[src/rtl/segmentation_processor_if.sv]
// Handshake and memory-bus bundle for segmentation_processor.
// master = frame-buffer/controller side, slave = the segmentation engine.
interface segmentation_processor_if #(
  parameter int INPUT_WIDTH    = 16,
  parameter int INPUT_HEIGHT   = 16,
  parameter int INPUT_CHANNELS = 3
);
  localparam int IN_AW  = $clog2(INPUT_WIDTH * INPUT_HEIGHT * INPUT_CHANNELS);
  localparam int OUT_AW = $clog2(INPUT_WIDTH * INPUT_HEIGHT);

  logic              start;
  logic              busy;
  logic              done;
  logic              in_rd_en;
  logic [IN_AW-1:0]  in_addr;
  logic [7:0]        in_data;
  logic              out_we;
  logic [OUT_AW-1:0] out_addr;
  logic [7:0]        out_data;

  modport master (
    output start, in_data,
    input  busy, done, in_rd_en, in_addr, out_we, out_addr, out_data
  );

  modport slave (
    input  start, in_data,
    output busy, done, in_rd_en, in_addr, out_we, out_addr, out_data
  );
endinterface

[src/rtl/segmentation_processor.sv]
// 3x3 box-sum RGB smoother and colour-dominance classifier; one label per pixel,
// 30 cycles per pixel, driven by a start/done handshake.
module segmentation_processor #(
  parameter int INPUT_WIDTH    = 16,
  parameter int INPUT_HEIGHT   = 16,
  parameter int INPUT_CHANNELS = 3,
  parameter int NUM_CLASSES    = 21,
  parameter int SPREAD_THRESH  = 96
) (
  input logic                     clk,
  input logic                     rst,
  segmentation_processor_if.slave bus
);
  localparam int W      = INPUT_WIDTH;
  localparam int H      = INPUT_HEIGHT;
  localparam int IN_AW  = $clog2(W * H * INPUT_CHANNELS);
  localparam int OUT_AW = $clog2(W * H);
  localparam int XW     = $clog2(W);
  localparam int YW     = $clog2(H);

  localparam logic [XW-1:0] X_LAST     = XW'(W - 1);
  localparam logic [YW-1:0] Y_LAST     = YW'(H - 1);
  localparam logic [15:0]   SPREAD_LIM = 16'(9 * SPREAD_THRESH);
  localparam logic [7:0]    CLASS_MAX  = 8'(NUM_CLASSES - 1);

  typedef enum logic [2:0] {
    S_IDLE     = 3'd0,
    S_READ     = 3'd1,
    S_DRAIN    = 3'd2,
    S_CLASSIFY = 3'd3,
    S_WRITE    = 3'd4,
    S_DONE     = 3'd5
  } state_t;

  state_t            state_r;
  logic [XW-1:0]     x_r;
  logic [YW-1:0]     y_r;
  logic [1:0]        ry_r;
  logic [1:0]        rx_r;
  logic [1:0]        rc_r;
  logic [11:0]       sum_r [3];
  logic              pend_r;
  logic [1:0]        pend_c_r;
  logic              busy_r;
  logic              done_r;
  logic              rd_en_r;
  logic              we_r;
  logic [IN_AW-1:0]  in_addr_r;
  logic [OUT_AW-1:0] out_addr_r;
  logic [7:0]        out_data_r;

  logic          last_rd_s;
  logic [1:0]    ry_nx_s;
  logic [1:0]    rx_nx_s;
  logic [1:0]    rc_nx_s;
  logic          last_px_s;
  logic [XW-1:0] x_nx_s;
  logic [YW-1:0] y_nx_s;
  logic [11:0]   max_s;
  logic [11:0]   min_s;
  logic [1:0]    dom_s;
  logic [15:0]   spread_s;
  logic [7:0]    cls_s;

  // Byte address of neighbour (px+dx-1, py+dy-1), channel ch, with edge replication.
  function automatic logic [IN_AW-1:0] rd_addr_f(
    input logic [XW-1:0] px,
    input logic [YW-1:0] py,
    input logic [1:0]    dy,
    input logic [1:0]    dx,
    input logic [1:0]    ch
  );
    int nx;
    int ny;
    nx = int'(px) + int'(dx) - 32'sd1;
    ny = int'(py) + int'(dy) - 32'sd1;
    nx = (nx < 32'sd0) ? 32'sd0 : ((nx > W - 1) ? W - 1 : nx);
    ny = (ny < 32'sd0) ? 32'sd0 : ((ny > H - 1) ? H - 1 : ny);
    return IN_AW'((ny * W + nx) * INPUT_CHANNELS + int'(ch));
  endfunction

  // Neighbourhood read sequencer: channel fastest, then column, then row.
  always_comb begin
    last_rd_s = (ry_r == 2'd2) && (rx_r == 2'd2) && (rc_r == 2'd2);
    ry_nx_s   = ry_r;
    rx_nx_s   = rx_r;
    rc_nx_s   = rc_r;
    if (rc_r == 2'd2) begin
      rc_nx_s = 2'd0;
      if (rx_r == 2'd2) begin
        rx_nx_s = 2'd0;
        ry_nx_s = ry_r + 2'd1;
      end else begin
        rx_nx_s = rx_r + 2'd1;
      end
    end else begin
      rc_nx_s = rc_r + 2'd1;
    end
  end

  // Raster-order pixel stepping.
  always_comb begin
    last_px_s = (x_r == X_LAST) && (y_r == Y_LAST);
    x_nx_s    = x_r;
    y_nx_s    = y_r;
    if (x_r == X_LAST) begin
      x_nx_s = '0;
      y_nx_s = y_r + YW'(1);
    end else begin
      x_nx_s = x_r + XW'(1);
    end
  end

  // Dominance classification; ties resolve towards the lower channel index.
  always_comb begin
    max_s = sum_r[0];
    dom_s = 2'd0;
    if ((sum_r[0] >= sum_r[1]) && (sum_r[0] >= sum_r[2])) begin
      max_s = sum_r[0];
      dom_s = 2'd0;
    end else if (sum_r[1] >= sum_r[2]) begin
      max_s = sum_r[1];
      dom_s = 2'd1;
    end else begin
      max_s = sum_r[2];
      dom_s = 2'd2;
    end
    min_s = sum_r[0];
    if ((sum_r[1] <= sum_r[0]) && (sum_r[1] <= sum_r[2])) begin
      min_s = sum_r[1];
    end else if ((sum_r[2] <= sum_r[0]) && (sum_r[2] <= sum_r[1])) begin
      min_s = sum_r[2];
    end else begin
      min_s = sum_r[0];
    end
    spread_s = {4'd0, max_s} - {4'd0, min_s};
    cls_s    = {6'd0, dom_s} + 8'd1;
    if (spread_s < SPREAD_LIM) begin
      cls_s = 8'd0;
    end else if (cls_s > CLASS_MAX) begin
      cls_s = CLASS_MAX;
    end else begin
      cls_s = {6'd0, dom_s} + 8'd1;
    end
  end

  // Control FSM, accumulators and all registered outputs.
  always_ff @(posedge clk) begin
    if (!rst) begin
      state_r    <= S_IDLE;
      x_r        <= '0;
      y_r        <= '0;
      ry_r       <= 2'd0;
      rx_r       <= 2'd0;
      rc_r       <= 2'd0;
      sum_r[0]   <= 12'd0;
      sum_r[1]   <= 12'd0;
      sum_r[2]   <= 12'd0;
      pend_r     <= 1'b0;
      pend_c_r   <= 2'd0;
      busy_r     <= 1'b0;
      done_r     <= 1'b0;
      rd_en_r    <= 1'b0;
      we_r       <= 1'b0;
      in_addr_r  <= '0;
      out_addr_r <= '0;
      out_data_r <= 8'd0;
    end else begin
      // Read data returns one cycle after the strobe; remember which channel it was.
      pend_r   <= rd_en_r;
      pend_c_r <= rc_r;
      if (pend_r) begin
        sum_r[pend_c_r] <= sum_r[pend_c_r] + {4'd0, bus.in_data};
      end
      we_r <= 1'b0;
      case (state_r)
        S_IDLE, S_DONE: begin
          if (bus.start) begin
            state_r   <= S_READ;
            busy_r    <= 1'b1;
            done_r    <= 1'b0;
            x_r       <= '0;
            y_r       <= '0;
            ry_r      <= 2'd0;
            rx_r      <= 2'd0;
            rc_r      <= 2'd0;
            sum_r[0]  <= 12'd0;
            sum_r[1]  <= 12'd0;
            sum_r[2]  <= 12'd0;
            rd_en_r   <= 1'b1;
            in_addr_r <= rd_addr_f('0, '0, 2'd0, 2'd0, 2'd0);
          end else begin
            state_r <= state_r;
          end
        end
        S_READ: begin
          if (last_rd_s) begin
            rd_en_r <= 1'b0;
            state_r <= S_DRAIN;
          end else begin
            ry_r      <= ry_nx_s;
            rx_r      <= rx_nx_s;
            rc_r      <= rc_nx_s;
            in_addr_r <= rd_addr_f(x_r, y_r, ry_nx_s, rx_nx_s, rc_nx_s);
          end
        end
        S_DRAIN: begin
          state_r <= S_CLASSIFY;
        end
        S_CLASSIFY: begin
          we_r       <= 1'b1;
          out_addr_r <= OUT_AW'(int'(y_r) * W + int'(x_r));
          out_data_r <= cls_s;
          state_r    <= S_WRITE;
        end
        S_WRITE: begin
          sum_r[0] <= 12'd0;
          sum_r[1] <= 12'd0;
          sum_r[2] <= 12'd0;
          if (last_px_s) begin
            state_r <= S_DONE;
            busy_r  <= 1'b0;
            done_r  <= 1'b1;
          end else begin
            x_r       <= x_nx_s;
            y_r       <= y_nx_s;
            ry_r      <= 2'd0;
            rx_r      <= 2'd0;
            rc_r      <= 2'd0;
            rd_en_r   <= 1'b1;
            in_addr_r <= rd_addr_f(x_nx_s, y_nx_s, 2'd0, 2'd0, 2'd0);
            state_r   <= S_READ;
          end
        end
        default: begin
          state_r <= S_IDLE;
          busy_r  <= 1'b0;
          done_r  <= 1'b0;
          rd_en_r <= 1'b0;
        end
      endcase
    end
  end

  assign bus.busy     = busy_r;
  assign bus.done     = done_r;
  assign bus.in_rd_en = rd_en_r;
  assign bus.in_addr  = in_addr_r;
  assign bus.out_we   = we_r;
  assign bus.out_addr = out_addr_r;
  assign bus.out_data = out_data_r;
endmodule

[src/flat_wrapper.sv]
// flat-port wrapper written by rule: the top's interface ports become plain ports
module segmentation_processor_flat 
#(
  parameter int INPUT_WIDTH    = 16,
  parameter int INPUT_HEIGHT   = 16,
  parameter int INPUT_CHANNELS = 3,
  parameter int NUM_CLASSES    = 21,
  parameter int SPREAD_THRESH  = 96
)
  (clk, rst, bus_start, bus_in_data, bus_busy, bus_done, bus_in_rd_en, bus_in_addr, bus_out_we, bus_out_addr, bus_out_data);
  segmentation_processor_if #(.INPUT_WIDTH(INPUT_WIDTH), .INPUT_HEIGHT(INPUT_HEIGHT), .INPUT_CHANNELS(INPUT_CHANNELS)) bus_i ();
  input logic clk;
  input logic rst;
  input wire logic [$bits(bus_i.start)-1:0] bus_start;
  input wire logic [$bits(bus_i.in_data)-1:0] bus_in_data;
  output wire logic [$bits(bus_i.busy)-1:0] bus_busy;
  output wire logic [$bits(bus_i.done)-1:0] bus_done;
  output wire logic [$bits(bus_i.in_rd_en)-1:0] bus_in_rd_en;
  output wire logic [$bits(bus_i.in_addr)-1:0] bus_in_addr;
  output wire logic [$bits(bus_i.out_we)-1:0] bus_out_we;
  output wire logic [$bits(bus_i.out_addr)-1:0] bus_out_addr;
  output wire logic [$bits(bus_i.out_data)-1:0] bus_out_data;
  assign bus_i.start = bus_start;
  assign bus_i.in_data = bus_in_data;
  assign bus_busy = bus_i.busy;
  assign bus_done = bus_i.done;
  assign bus_in_rd_en = bus_i.in_rd_en;
  assign bus_in_addr = bus_i.in_addr;
  assign bus_out_we = bus_i.out_we;
  assign bus_out_addr = bus_i.out_addr;
  assign bus_out_data = bus_i.out_data;
  segmentation_processor #(.INPUT_WIDTH(INPUT_WIDTH), .INPUT_HEIGHT(INPUT_HEIGHT), .INPUT_CHANNELS(INPUT_CHANNELS), .NUM_CLASSES(NUM_CLASSES), .SPREAD_THRESH(SPREAD_THRESH)) u_core (.clk(clk), .rst(rst), .bus(bus_i));
endmodule
[config.mk]
export PLATFORM = sky130hd
export DESIGN_NAME = segmentation_processor_flat
export DESIGN_NICKNAME = d
export VERILOG_FILES = /design/src/rtl/segmentation_processor_if.sv /design/src/rtl/segmentation_processor.sv /design/src/flat_wrapper.sv
export SDC_FILE = /design/constraint.sdc
export NUM_CORES = 1
export LEC_CHECK = 0
export ABC_AREA = 1
export CELL_PAD_IN_SITES_DETAIL_PLACEMENT = 1
export CELL_PAD_IN_SITES_GLOBAL_PLACEMENT = 1
export CORE_MARGIN = 4
export CORE_UTILIZATION = 49
export DETAILED_ROUTE_END_ITERATION = 6
export GPL_TIMING_DRIVEN = 0
export PLACE_DENSITY_LB_ADDON = 0.3
export SYNTH_ARGS = -nofsm -noshare
export SYNTH_HDL_FRONTEND = slang
export SYNTH_SLANG_ARGS = --single-unit
[constraint.sdc]
create_clock -name clk -period 14.6 [get_ports clk]
set_clock_uncertainty 0.05 [all_clocks]
set_input_delay 3.65 -clock clk [delete_from_list [all_inputs] [get_ports clk]]
set_output_delay 3.65 -clock clk [all_outputs]
set_load 0.01 [all_outputs]
==> metrics.txt <==
# TYPE chip_impl_metric gauge
chip_impl_metric{name="mappedNetlistArea",unit="mm²"} 0.007900
chip_impl_metric{name="routed_wirelength",unit="mm"} 23.13
chip_impl_metric{name="cts.sinks",unit=""} 93
chip_impl_info{name="worstSetupEndpointType",value="register"} 1
chip_impl_metric{name="ctsLongestPathBuffers",unit=""} 2
chip_impl_metric{name="sequential_element_share_of_the_synthesized_area",unit=""} 0.2965
chip_impl_info{name="worstReg2RegEnd",value="u_core.bus.in_addr[9]"} 1
chip_impl_metric{name="timing.slew.headroom",unit=""} 0.2225
chip_impl_metric{name="drcViolationCount",unit=""} 0
chip_impl_metric{name="worstPathArrival",unit="ns"} 6.03
chip_impl_metric{name="synth-adder-area-share",unit=""} 0.1989
chip_impl_metric{name="avg_wl_per_cell",unit="µm"} 17.50
chip_impl_metric{name="async_reset_ff_frac",unit=""} 0
chip_impl_metric{name="worst_setup_hold_path_clk_slew",unit="ns"} 0.08
chip_impl_metric{name="place.gp.congestion",unit=""} 0.8331
chip_impl_metric{name="cts_post_setup_buffers_inserted",unit=""} 0
chip_impl_info{name="critical_path_capture_point",value="u_core.sum_r[3][11]"} 1
chip_impl_metric{name="chipHeight",unit="µm"} 135.0
chip_impl_info{name="netlist.top_cell.by_area",value="sky130_fd_sc_hd__ha_1"} 1
chip_impl_metric{name="holdPathStages",unit=""} 2
chip_impl_metric{name="placement.io_buffers",unit=""} 35
chip_impl_info{name="path_class",value="input pin to register"} 1
chip_impl_metric{name="synth.avg_cell_area",unit="µm²"} 7.553
chip_impl_metric{name="antenna_found_initial",unit=""} 0
chip_impl_metric{name="cts_hold_buf",unit=""} 0
chip_impl_info{name="cts_tree",value="done"} 1
chip_impl_info{name="outcome",value="complete, no violations"} 1
chip_impl_metric{name="regToRegSetupSlack",unit="ns"} 8.70
chip_impl_metric{name="drive_gt1_frac",unit=""} 0.06781
chip_impl_metric{name="area_growth_syn_to_layout",unit="%"} 12.54
chip_impl_metric{name="synth-edff-count",unit=""} 48
chip_impl_metric{name="cts.repair.resized",unit=""} 0
chip_impl_metric{name="cap_viol_max_count",unit=""} 0
chip_impl_metric{name="firstDrtPassIters",unit=""} 5
chip_impl_metric{name="crit_path_max_fanout",unit=""} 12
chip_impl_metric{name="grt_pass1_wl",unit="mm"} 38.32
chip_impl_metric{name="fp.dieW",unit="µm"} 135.0
chip_impl_metric{name="n_antenna_cell",unit=""} 0
chip_impl_metric{name="cts-htree-levels",unit=""} 3
chip_impl_metric{name="yosys.area_share.simple",unit=""} 0.2113
chip_impl_metric{name="setup_viol",unit=""} 0
chip_impl_metric{name="nFillCells",unit=""} 2049
chip_impl_metric{name="synthesis.instances",unit=""} 1046
chip_impl_metric{name="synth_compound_area_frac",unit=""} 0.1647
chip_impl_metric{name="initial_utilization",unit=""} 0.4991
chip_impl_metric{name="routed_via_count",unit=""} 7312
chip_impl_metric{name="post_synth_num_cell_types",unit=""} 51
chip_impl_metric{name="global_route.overflow_total",unit=""} 0
chip_impl_info{name="startpoint_type",value="input pin"} 1
chip_impl_metric{name="grt_pass1_vias",unit=""} 7956
chip_impl_metric{name="setup_total_negative_slack",unit="ns"} 0
chip_impl_metric{name="clock_insertion_delay_worst_skew",unit="ns"} 0.36
chip_impl_metric{name="final_number_of_hold_violating_endpoints",unit=""} 0
chip_impl_metric{name="max_slew.worst_pin.slew",unit="ns"} 1.157
chip_impl_metric{name="cts_buffers",unit=""} 9
chip_impl_metric{name="ys.warnings.count",unit=""} 0
chip_impl_info{name="hold_class",value="register to register"} 1
chip_impl_metric{name="final-max-slew-violation-count",unit=""} 0
chip_impl_metric{name="grt_usage",unit=""} 0.2626
chip_impl_metric{name="synth.ff_latch_count",unit=""} 93
chip_impl_metric{name="fin_nets",unit=""} 1234
chip_impl_info{name="ctsRootBufferMaster",value="sky130_fd_sc_hd__clkbuf_16"} 1
chip_impl_metric{name="post_synth_mux_area_share",unit=""} 0
chip_impl_metric{name="fin_crit",unit="ns"} 6.091
chip_impl_metric{name="io_pins",unit=""} 41
chip_impl_metric{name="route.detailed.vias_per_inst",unit=""} 5.531
chip_impl_info{name="combinational_family_with_the_most_area_after_synthesis",value="simple AND/OR/NAND/NOR gates"} 1
chip_impl_info{name="synth_flop_cell",value="sky130_fd_sc_hd__edfxtp_1"} 1
chip_impl_metric{name="crit_required",unit="ns"} 14.53
chip_impl_metric{name="fp.coreArea",unit="mm²"} 0.01583
chip_impl_metric{name="layout_worst_path_cycle_share",unit=""} 0.4172
chip_impl_info{name="cp-startpoint",value="rst"} 1
chip_impl_metric{name="synthDominantCellAreaShare",unit=""} 0.1837
chip_impl_metric{name="route.antenna.remaining_nets",unit=""} 0
chip_impl_info{name="unrepaired_setup_endpoints_after_global_routing",value="no"} 1
chip_impl_metric{name="post-dp-hpwl",unit="mm"} 18.64
chip_impl_metric{name="fp-row-count",unit=""} 46
chip_impl_metric{name="r2r_depth",unit=""} 32
chip_impl_metric{name="synth_xor_area_frac",unit=""} 0.03199
chip_impl_metric{name="dr.first_iter.drc_count",unit=""} 325
chip_impl_metric{name="grt_start_max_net_pins",unit=""} 19
chip_impl_info{name="worstReg2RegStart",value="u_core.rc_r[1]"} 1
chip_impl_metric{name="fmax_achieved",unit="MHz"} 164.2
chip_impl_info{name="synth.area.top_cells",value="sky130_fd_sc_hd__ha_1 (18%), sky130_fd_sc_hd__edfxtp_1 (18%), sky130_fd_sc_hd__dfxtp_1 (11%)"} 1
chip_impl_metric{name="die_area",unit="mm²"} 0.01822
## state kept, by name, summed over array words and instances, names as in the netlist, 2 cells and up
register	flops
u_core.ry_r	2
u_core.bus.out_data	3
u_core.rc_r	2
u_core.bus.in_addr	10
u_core.sum_r	48
u_core.y_r	4
u_core.state_r	3
u_core.x_r	4
u_core.bus.out_addr	8
u_core.rx_r	2
u_core.pend_c_r	2
## layout by cell type (no fill, tap or decap), types with 13 or more instances in the layout
master | Yosys | routed
sky130_fd_sc_hd__o21ai_0 | 64 | 64
sky130_fd_sc_hd__xor2_1 | 16 | 16
sky130_fd_sc_hd__nand3_1 | 21 | 21
sky130_fd_sc_hd__inv_1 | 160 | 160
sky130_fd_sc_hd__a21oi_1 | 83 | 83
sky130_fd_sc_hd__ha_1 | 116 | 116
sky130_fd_sc_hd__nand2_2 | 16 | 16
sky130_fd_sc_hd__a221oi_1 | 17 | 17
sky130_fd_sc_hd__nor2_1 | 137 | 137
sky130_fd_sc_hd__dfxtp_1 | 45 | 45
sky130_fd_sc_hd__clkdlybuf4s50_1 | 0 | 35
sky130_fd_sc_hd__clkbuf_1 | 15 | 15
sky130_fd_sc_hd__edfxtp_1 | 48 | 48
sky130_fd_sc_hd__nor3_1 | 13 | 13
sky130_fd_sc_hd__nand2_1 | 164 | 164
## Yosys cell counts, drive strengths merged (15+ instances only)
cell type / count
nand2: 180
inv: 167
nor2: 145
ha: 116
a21oi: 84
o21ai: 70
edfxtp: 48
dfxtp: 45
nand3: 25
a221oi: 18
xor2: 16
clkbuf: 15
## metal layers
metal / share of wire / GRT usage / up-vias
li1: - / - / 3593
met1: 0.39 / 0.2790 / 3543
met2: 0.55 / 0.5183 / 113
met3: 0.020 / 0.03316 / 63
met4: 0.036 / 0.1064 / 0
met5: 0 / 0 / -
## worst min path at each step
stage                                 startpoint                      to  slack (ns)
after floorplan                   u_core.ry_r[0]          u_core.ry_r[0]        0.39
after global placement            u_core.ry_r[0]          u_core.ry_r[0]        0.40
after detailed placement  u_core.bus.out_data[0]  u_core.bus.out_data[0]        0.41
after CTS                 u_core.bus.out_data[0]  u_core.bus.out_data[0]        0.43
after global routing      u_core.bus.out_data[0]  u_core.bus.out_data[0]        0.45
final                     u_core.bus.out_data[0]  u_core.bus.out_data[0]        0.43
## logic make-up (layout without fill, tap and decap cells)
logic type / count (synthesis) / count (layout)
AND/OR/NAND/NOR: 386 / 386
AO/OA/AOI/OAI: 220 / 220
buffers and inverters: 195 / 246
adder cells (fa/ha/maj): 122 / 122
flip-flops: 93 / 93
XOR/XNOR: 28 / 28
other: 2 / 11
## stage by stage
stage	instance area (µm²)	worst slack, ns	utilization	hold WS [ns]	std cells
6_report	8891	8.509	0.5617	0.4256	1322
5_1_grt	8891	8.197	0.5617	0.4470	1322
2_1_floorplan	7934	8.905	-	0.3909	1055
3_3_place_gp	8554	8.219	0.5405	0.3987	1306
3_5_place_dp	8554	8.146	0.5405	0.4099	1306
4_1_cts	8891	8.464	0.5617	0.4282	1322
## area by class of cell
| class | count | area [µm²] | area share |
|---|---|---|---|
| inverter | 171 | 641.9 | 0.07219 |
| tap | 216 | 270.3 | 0.03040 |
| clock inverter | 7 | 111.4 | 0.01252 |
| timing repair buffer | 35 | 350.3 | 0.03940 |
| multi-input combinational | 767 | 4836 | 0.5439 |
| clock buffer | 9 | 225.2 | 0.02533 |
| buffer | 24 | 113.9 | 0.01281 |
| sequential | 93 | 2342 | 0.2634 |
## worst max-delay path, stage by stage
cell	delay, ns
sky130_fd_sc_hd__clkdlybuf4s50_1	0.49
sky130_fd_sc_hd__clkbuf_1	0.44
sky130_fd_sc_hd__clkbuf_1	0.54
sky130_fd_sc_hd__nand2_1	0.11
sky130_fd_sc_hd__nor2_1	0.80
Power is not shown: default switching activity piles up to over one toggle a cycle in this logic, so the estimate is an artifact.
